**src/rtl/rob_recovery_ctrl_pkg.sv**
```systemverilog
// Shared types for the ROB misprediction recovery sequencer.
// Imported by the recovery controller, its interface and the fetch side.
package rob_recovery_ctrl_pkg;

  localparam int ROB_ID_WIDTH = 6;
  localparam int PC_WIDTH     = 32;

  typedef enum logic [2:0] {
    IDLE,
    DRAIN,
    FLUSH,
    REDIRECT,
    RESUME
  } recov_state_t;

  typedef enum logic {
    CAUSE_BR,
    CAUSE_LD
  } recov_cause_t;

  typedef struct packed {
    logic                valid;
    logic [PC_WIDTH-1:0] pc;
  } redirect_t;

  function automatic int max_int(input int a, input int b);
    return (a > b) ? a : b;
  endfunction

endpackage

```
**src/rtl/rob_recovery_ctrl_if.sv**
```systemverilog
// ROB head / drain / fetch redirect bundle for the recovery sequencer.
// slave is the controller side, master drives the head and handshakes.
interface rob_recovery_ctrl_if
  import rob_recovery_ctrl_pkg::*;
#(
  parameter int ADDR_WIDTH = 32,
  parameter int CNT_WIDTH  = 16
);

  logic                    head_valid;
  logic [ROB_ID_WIDTH-1:0] head_rob_id;
  logic                    head_reg_ready;
  logic                    head_br_mispred;
  logic                    head_ld_mispred;
  logic [ADDR_WIDTH-1:0]   head_pc;
  logic [ADDR_WIDTH-1:0]   head_npc;
  logic                    fu_idle;
  logic                    redirect_ready;
  logic                    dispatch_stall;
  logic                    flush;
  logic                    br_commit;
  logic [ROB_ID_WIDTH-1:0] commit_rob_id;
  logic                    redirect_valid;
  logic [ADDR_WIDTH-1:0]   redirect_pc;
  logic                    busy;
  logic [CNT_WIDTH-1:0]    mispred_cnt;

  modport slave (
    input  head_valid, head_rob_id, head_reg_ready,
    input  head_br_mispred, head_ld_mispred,
    input  head_pc, head_npc, fu_idle, redirect_ready,
    output dispatch_stall, flush, br_commit,
    output commit_rob_id, redirect_valid, redirect_pc,
    output busy, mispred_cnt
  );

  modport master (
    output head_valid, head_rob_id, head_reg_ready,
    output head_br_mispred, head_ld_mispred,
    output head_pc, head_npc, fu_idle, redirect_ready,
    input  dispatch_stall, flush, br_commit,
    input  commit_rob_id, redirect_valid, redirect_pc,
    input  busy, mispred_cnt
  );

endinterface

```
**src/rtl/rob_recovery_ctrl_sat_counter.sv**
```systemverilog
// Saturating up-counter for performance events.
// Holds at all-ones once reached; clears on async reset.
module sat_counter #(
  parameter int WIDTH = 16
) (
  input  logic             clk,
  input  logic             rst_aL,
  input  logic             i_inc,
  output logic [WIDTH-1:0] o_cnt
);

  logic [WIDTH-1:0] r_cnt;

  // count events, stopping at the maximum value
  always_ff @(posedge clk or negedge rst_aL) begin
    if (!rst_aL) begin
      r_cnt <= '0;
    end else if (i_inc && (r_cnt != '1)) begin
      r_cnt <= r_cnt + WIDTH'(1);
    end
  end

  assign o_cnt = r_cnt;

endmodule

```
**src/rtl/rob_recovery_ctrl.sv**
```systemverilog
// Misprediction recovery sequencer beside the ROB head.
// Stall, drain, flush, redirect fetch, then release dispatch.
module rob_recovery_ctrl
  import rob_recovery_ctrl_pkg::*;
#(
  parameter int ADDR_WIDTH    = 32,
  parameter int DRAIN_TIMEOUT = 15,
  parameter int RESUME_CYCLES = 2,
  parameter int CNT_WIDTH     = 16
) (
  input  logic                clk,
  input  logic                rst_aL,
  rob_recovery_ctrl_if.slave  bus
);

  localparam int TMAX = max_int(DRAIN_TIMEOUT, RESUME_CYCLES);
  localparam int TW   = $clog2(TMAX) + 1;
  localparam logic [TW-1:0] DRAIN_LAST = TW'(DRAIN_TIMEOUT - 1);
  localparam logic [TW-1:0] RES_LOAD   = TW'(RESUME_CYCLES);

  recov_state_t            r_state;
  recov_state_t            w_next;
  recov_cause_t            r_cause;
  logic [ADDR_WIDTH-1:0]   r_target;
  logic [ROB_ID_WIDTH-1:0] r_rob_id;
  logic [TW-1:0]           r_drain_cnt;
  logic [TW-1:0]           r_res_cnt;
  logic                    w_trigger;
  logic                    w_start;
  logic                    w_drain_done;
  logic                    w_accept;

  assign w_trigger = bus.head_valid & bus.head_reg_ready &
                     (bus.head_br_mispred | bus.head_ld_mispred);
  assign w_start   = (r_state == IDLE) & w_trigger;
  // DRAIN_LAST: the cycle counter saturates the stay at DRAIN_TIMEOUT cycles
  assign w_drain_done = bus.fu_idle | (r_drain_cnt == DRAIN_LAST);
  assign w_accept  = (r_state == REDIRECT) & bus.redirect_ready;

  // state register
  always_ff @(posedge clk or negedge rst_aL) begin
    if (!rst_aL) begin
      r_state <= IDLE;
    end else begin
      r_state <= w_next;
    end
  end

  // next state and per-state control outputs
  always_comb begin
    w_next             = r_state;
    bus.dispatch_stall = 1'b0;
    bus.flush          = 1'b0;
    bus.br_commit      = 1'b0;
    bus.redirect_valid = 1'b0;
    unique case (r_state)
      IDLE: begin
        if (w_trigger) w_next = DRAIN;
      end
      DRAIN: begin
        bus.dispatch_stall = 1'b1;
        if (w_drain_done) w_next = FLUSH;
      end
      FLUSH: begin
        bus.dispatch_stall = 1'b1;
        bus.flush          = 1'b1;
        bus.br_commit      = (r_cause == CAUSE_BR);
        w_next             = REDIRECT;
      end
      REDIRECT: begin
        bus.dispatch_stall = 1'b1;
        bus.redirect_valid = 1'b1;
        if (bus.redirect_ready) w_next = RESUME;
      end
      RESUME: begin
        bus.dispatch_stall = 1'b1;
        if (r_res_cnt == TW'(1)) w_next = IDLE;
      end
      default: w_next = IDLE;
    endcase
  end

  // capture cause, target and id on the trigger edge
  always_ff @(posedge clk or negedge rst_aL) begin
    if (!rst_aL) begin
      r_cause  <= CAUSE_BR;
      r_target <= '0;
      r_rob_id <= '0;
    end else if (w_start) begin
      r_cause  <= bus.head_ld_mispred ? CAUSE_LD : CAUSE_BR;
      r_target <= bus.head_ld_mispred ? bus.head_pc : bus.head_npc;
      r_rob_id <= bus.head_rob_id;
    end
  end

  // drain timer counts cycles spent in DRAIN
  always_ff @(posedge clk or negedge rst_aL) begin
    if (!rst_aL) begin
      r_drain_cnt <= '0;
    end else if (r_state == DRAIN && !w_drain_done) begin
      r_drain_cnt <= r_drain_cnt + TW'(1);
    end else begin
      r_drain_cnt <= '0;
    end
  end

  // resume timer loads on redirect accept, counts down in RESUME
  always_ff @(posedge clk or negedge rst_aL) begin
    if (!rst_aL) begin
      r_res_cnt <= '0;
    end else if (w_accept) begin
      r_res_cnt <= RES_LOAD;
    end else if (r_state == RESUME && r_res_cnt != '0) begin
      r_res_cnt <= r_res_cnt - TW'(1);
    end
  end

  assign bus.busy          = (r_state != IDLE);
  assign bus.commit_rob_id = r_rob_id;
  assign bus.redirect_pc   = r_target;

  sat_counter #(
    .WIDTH (CNT_WIDTH)
  ) u_mispred_cnt (
    .clk    (clk),
    .rst_aL (rst_aL),
    .i_inc  (w_start),
    .o_cnt  (bus.mispred_cnt)
  );

endmodule

```
**src/flat_wrapper.sv**
```systemverilog
// flat-port wrapper written by rule: the top's interface ports become plain ports
module rob_recovery_ctrl_flat import rob_recovery_ctrl_pkg::*;
#(
  parameter int ADDR_WIDTH    = 32,
  parameter int DRAIN_TIMEOUT = 15,
  parameter int RESUME_CYCLES = 2,
  parameter int CNT_WIDTH     = 16
)
  (clk, rst_aL, bus_head_valid, bus_head_rob_id, bus_head_reg_ready, bus_head_br_mispred, bus_head_ld_mispred, bus_head_pc, bus_head_npc, bus_fu_idle, bus_redirect_ready, bus_dispatch_stall, bus_flush, bus_br_commit, bus_commit_rob_id, bus_redirect_valid, bus_redirect_pc, bus_busy, bus_mispred_cnt);
  rob_recovery_ctrl_if #(.ADDR_WIDTH(ADDR_WIDTH), .CNT_WIDTH(CNT_WIDTH)) bus_i ();
  input  logic clk;
  input  logic rst_aL;
  input wire logic [$bits(bus_i.head_valid)-1:0] bus_head_valid;
  input wire logic [$bits(bus_i.head_rob_id)-1:0] bus_head_rob_id;
  input wire logic [$bits(bus_i.head_reg_ready)-1:0] bus_head_reg_ready;
  input wire logic [$bits(bus_i.head_br_mispred)-1:0] bus_head_br_mispred;
  input wire logic [$bits(bus_i.head_ld_mispred)-1:0] bus_head_ld_mispred;
  input wire logic [$bits(bus_i.head_pc)-1:0] bus_head_pc;
  input wire logic [$bits(bus_i.head_npc)-1:0] bus_head_npc;
  input wire logic [$bits(bus_i.fu_idle)-1:0] bus_fu_idle;
  input wire logic [$bits(bus_i.redirect_ready)-1:0] bus_redirect_ready;
  output wire logic [$bits(bus_i.dispatch_stall)-1:0] bus_dispatch_stall;
  output wire logic [$bits(bus_i.flush)-1:0] bus_flush;
  output wire logic [$bits(bus_i.br_commit)-1:0] bus_br_commit;
  output wire logic [$bits(bus_i.commit_rob_id)-1:0] bus_commit_rob_id;
  output wire logic [$bits(bus_i.redirect_valid)-1:0] bus_redirect_valid;
  output wire logic [$bits(bus_i.redirect_pc)-1:0] bus_redirect_pc;
  output wire logic [$bits(bus_i.busy)-1:0] bus_busy;
  output wire logic [$bits(bus_i.mispred_cnt)-1:0] bus_mispred_cnt;
  assign bus_i.head_valid = bus_head_valid;
  assign bus_i.head_rob_id = bus_head_rob_id;
  assign bus_i.head_reg_ready = bus_head_reg_ready;
  assign bus_i.head_br_mispred = bus_head_br_mispred;
  assign bus_i.head_ld_mispred = bus_head_ld_mispred;
  assign bus_i.head_pc = bus_head_pc;
  assign bus_i.head_npc = bus_head_npc;
  assign bus_i.fu_idle = bus_fu_idle;
  assign bus_i.redirect_ready = bus_redirect_ready;
  assign bus_dispatch_stall = bus_i.dispatch_stall;
  assign bus_flush = bus_i.flush;
  assign bus_br_commit = bus_i.br_commit;
  assign bus_commit_rob_id = bus_i.commit_rob_id;
  assign bus_redirect_valid = bus_i.redirect_valid;
  assign bus_redirect_pc = bus_i.redirect_pc;
  assign bus_busy = bus_i.busy;
  assign bus_mispred_cnt = bus_i.mispred_cnt;
  rob_recovery_ctrl #(.ADDR_WIDTH(ADDR_WIDTH), .DRAIN_TIMEOUT(DRAIN_TIMEOUT), .RESUME_CYCLES(RESUME_CYCLES), .CNT_WIDTH(CNT_WIDTH)) u_core (.clk(clk), .rst_aL(rst_aL), .bus(bus_i));
endmodule
```
**config.mk**
```make
export PLATFORM = sky130hd
export DESIGN_NAME = rob_recovery_ctrl_flat
export DESIGN_NICKNAME = d
export VERILOG_FILES = /design/src/rtl/rob_recovery_ctrl_pkg.sv /design/src/rtl/rob_recovery_ctrl_if.sv /design/src/rtl/rob_recovery_ctrl_sat_counter.sv /design/src/rtl/rob_recovery_ctrl.sv /design/src/flat_wrapper.sv
export SDC_FILE = /design/constraint.sdc
export NUM_CORES = 1
export LEC_CHECK = 0
export BUFFER_PORTS_ARGS = -buffer_cell sky130_fd_sc_hd__buf_2
export CAP_MARGIN = 10
export CELL_PAD_IN_SITES_DETAIL_PLACEMENT = 0
export CELL_PAD_IN_SITES_GLOBAL_PLACEMENT = 1
export CORE_MARGIN = 5
export CORE_UTILIZATION = 35
export DETAILED_ROUTE_END_ITERATION = 10
export GPL_TIMING_DRIVEN = 0
export HOLD_SLACK_MARGIN = 0.06
export PLACE_DENSITY_LB_ADDON = 0.1
export SETUP_SLACK_MARGIN = 0.05
export SYNTH_ARGS = -nofsm -noshare
export SYNTH_HDL_FRONTEND = slang
export SYNTH_SLANG_ARGS = --single-unit
```
**constraint.sdc**
```tcl
create_clock -name clk -period 2.55 [get_ports clk]
set_input_delay 0.255 -clock clk [delete_from_list [all_inputs] [get_ports clk]]
set_output_delay 0.255 -clock clk [all_outputs]
set_load 0.05 [all_outputs]
```
==> qor.log <==
INFO  setup_path     worstPathBufferInverterCount=3
INFO  floorplanning  start_util=0.3545
INFO  power_and_ir_drop pwr-share-seq=0.345
INFO  timing         final_critical_path_setup_slack=0.4208ns
INFO  placement      globalplace.congestion=0.7737
INFO  power_and_ir_drop cellPowerDensity=1172nW/µm²
INFO  floorplanning  i_o_pin_count=137
INFO  global_routing overflow=0
INFO  power_and_ir_drop power.switching_fraction=0.5125
INFO  finish         nets_finish=544
INFO  route          dr.first_iter.drc_count=66
INFO  global_routing first_global_vias=2876
INFO  timing         fmaxAchievable=469.7MHz
INFO  synth          syn-cell-area=3244µm²
INFO  setup_path     critPathKind=register to register
INFO  placement      port_buffers=135
INFO  finish         fillers=931
INFO  setup_path     timing.rr.end=u_core.bus.redirect_pc[24]
INFO  finish         most-common-layout-cells=buf_2 (136), dfrtp_1 (68), nand2_1 (65)
INFO  route          wire_length_reported_by_the_detailed_router=8.245mm
INFO  timing         grt_setup_unrepaired=no
INFO  finish         drive_above_1_share=0.3591
INFO  route          first_pass_iters=4
INFO  timing         timing_worst_slew_pin_value=0.8545ns
INFO  clock_network  reg_clk_slew_reported_paths=0.07ns
INFO  finish         area_growth=29.81%
INFO  timing         finalCritPeriodShare=0.8350
INFO  clock_network  cts_tree=yes
INFO  synth          top_post_synthesis_cells_by_area=dfrtp_1 (52%), mux2i_1 (9.9%), nand2_1 (7.5%), xor2_1 (5.4%), o21ai_0 (5.2%)
INFO  floorplanning  chipHeight=106.3µm
INFO  power_and_ir_drop power_frac_clock=0.146
INFO  synth          proportion_of_netlist_area_held_by_the_largest_area_contributor=0.5245
INFO  timing         hold_viol=0
INFO  clock_network  ctsLongestPathBuffers=2
INFO  synth          yosys.area.top_type=dfrtp_1
INFO  setup_path     worst_setup_path_end_kind=register
INFO  clock_network  worst_skew_pair.late_latency=0.33ns
INFO  timing         max_slew_margin=0.4303
INFO  floorplanning  floorplan.core_area=9153µm²
INFO  setup_path     critPathLaunchType=register
INFO  clock_network  cts.root.buffer_cell=clkbuf_8
INFO  synth          postSynthRegisterBits=68
INFO  status         outcome=finished clean
INFO  power_and_ir_drop p_comb_frac=0.509
INFO  setup_path     cp_max_fo=10
INFO  setup_path     list_of_cells_traversed_by_the_critical_path=or3_4, or2_1, buf_6, buf_2, buf_1, nand2_1, o21ai_0
INFO  setup_path     reg2reg_depth=7
INFO  job            maxCapViolations=0
INFO  synth          syn-mean-instance-area=10.30µm²
INFO  setup_path     cp_required=2.75ns
INFO  finish         diodes=0
INFO  route          drc=0
INFO  timing         setup_total_negative_slack=0ns
INFO  power_and_ir_drop power.internal=2.406mW
INFO  synth          netlist_instances=315
INFO  setup_path     crit_arrival=2.32ns
INFO  power_and_ir_drop finalPower=4.934mW
INFO  global_routing antenna_found_initial=0
INFO  clock_network  cts_inserted_buffers=9
INFO  worst_hold_path min_delay_worst_type=input port to async pin
INFO  finish         utilization_of_the_core_after_routing=0.4602
INFO  power_and_ir_drop vdd_ir_drop_max=0.4877mV
INFO  power_and_ir_drop total_leakage_power=2.234nW
INFO  timing         slew_violations=0
INFO  setup_path     critical_path.reg2reg.startpoint=u_core.r_state[2]
INFO  global_routing grt_use_total=0.1546
INFO  power_and_ir_drop netSwitchingPower=2.529mW
INFO  route          dr_total_vias=2731
INFO  placement      preCtsSetupSlack=0.3757ns
INFO  setup_path     master_of_the_slowest_instance_on_the_critical_path=dfrtp_1
INFO  timing         finalSetupViolCount=0
INFO  setup_path     critical-path-top-delay-family=simple AND/OR/NAND/NOR gates
INFO  clock_network  post_cts_resized=0
INFO  clock_network  cts_setup_buffers=0
INFO  timing         fin_worst_skew=0.007977ns
INFO  route          routedWlPerCell=14.31µm
INFO  setup_path     critical-path-max-stage-delay=0.45ns
INFO  route          drt_antenna_net_count=0
INFO  clock_network  h-tree-depth=3
INFO  clock_network  cts.hold.buffers_added=0
INFO  synth          portion_of_the_post_synthesis_area_used_by_sequential_elements=0.5245
INFO  route          detail_route.vias_per_cell=4.741
INFO  synth          synth_fp_nets=398
INFO  finish         layout_commonest_cell=buf_2
INFO  placement      place.detailed.hpwl=6.229mm
INFO  synth          ys_warn_count=0
INFO  floorplanning  design.die.area=11300µm²
INFO  floorplanning  horizontal_die_dimension=106.3µm
INFO  clock_network  tritoncts_num_sinks=68
INFO  global_routing grt_max_degree=69
INFO  timing         final.hold.worst_slack=0.02845ns
INFO  synth          ys_types=35
INFO  timing         min_period=2.129ns
INFO  setup_path     regToRegSetupSlack=0.42ns
INFO  floorplanning  num_rows=35
INFO  global_routing first_pass_grt_wire_length=13.88mm
## worst reg2reg max path, cell delays in order (launching register included)
cell and delay (ns):
dfrtp_1 0.45, or3_4 0.43, or2_1 0.27, buf_6 0.14
buf_2 0.19, buf_1 0.30, nand2_1 0.14, o21ai_0 0.09
## routing by layer
layer / global-route usage / wire length (µm)
met5: 0 / 0
met1: 0.1913 / 3583
met4: 0.05828 / 108
met2: 0.2529 / 3967
met3: 0.04797 / 585
## per-stage QoR
stage	std cells	cell area (µm²)
after global routing	576	4212
final	576	4212
after CTS	576	4212
after floorplan	315	3244
after detailed placement	561	4061
after global placement	561	4059
## synth_stat cells, drive strengths merged
master and instances:
a31oi 1, a21oi 2, mux2i 32, nor3b 2
dfrtp 68, nand4b 1, or3 1, nand3 8
buf 7, mux2 1, ha 5, or4 1
nand2 65, inv 4, o211ai 2, xnor2 2
or4b 1, o21ai 34, nor4 6, nor3 8
and2 2, nand3b 1, xor2 20, nand4 4
or2 4, clkbuf 10, and4 1, nor4b 3
nor2 17, nand2b 2
## logic make-up after synthesis
logic type | after synthesis | share of synthesized area
compound gates | 39 | 0.06209
xor+xnor | 22 | 0.05939
fa+ha+maj | 5 | 0.01928
buf+inv | 21 | 0.03201
flops | 68 | 0.5245
mux | 33 | 0.1022
simple gates | 127 | 0.2005
## power by group through the flow
stage	Sequential [mW]	Clock [mW]	Combinational (mW)
2_1_floorplan	2.82	0	0.780
3_3_place_gp	1.71	0	2.54
3_5_place_dp	1.71	0	2.56
4_1_cts	1.71	0.759	2.55
5_1_grt	1.77	0.809	2.71
6_report	1.70	0.721	2.51
## worst max-delay path by stage
stage / end / cells after the start / startpoint / slack [ns]
finish: u_core.bus.redirect_pc[24] / 7 / u_core.r_state[2] / 0.42
global route: u_core.bus.redirect_pc[24] / 8 / u_core.r_state[1] / 0.27
CTS: u_core.bus.redirect_pc[24] / 8 / u_core.r_state[1] / 0.37
detailed placement: u_core.bus.redirect_pc[24] / 8 / bus_head_ld_mispred / 0.38
global placement: u_core.bus.redirect_pc[24] / 8 / bus_head_ld_mispred / 0.37
floorplan: u_core.u_mispred_cnt.o_cnt[5] / 6 / u_core.u_mispred_cnt.o_cnt[0] / 0.40
## layout make-up
type	count	area, µm²	area share
Clock inverter	3	15.01	0.003565
Inverter	4	15.01	0.003565
Sequential cell	68	1702	0.4040
Buffer	17	88.84	0.02109
Multi-Input combinational cell	226	1439	0.3417
Tap cell	111	138.9	0.03298
Clock buffer	12	135.1	0.03209
Timing Repair Buffer	135	678.2	0.1610
## flip-flops by register name, indices dropped and copies added (netlist names)
signal / count
u_core.bus.commit_rob_id: 6
u_core.r_res_cnt: 5
u_core.r_state: 3
u_core.bus.redirect_pc: 32
u_core.u_mispred_cnt.o_cnt: 16
u_core.r_cause: 1
u_core.r_drain_cnt: 5
No activity file was read; power rests on OpenSTA's default activity.
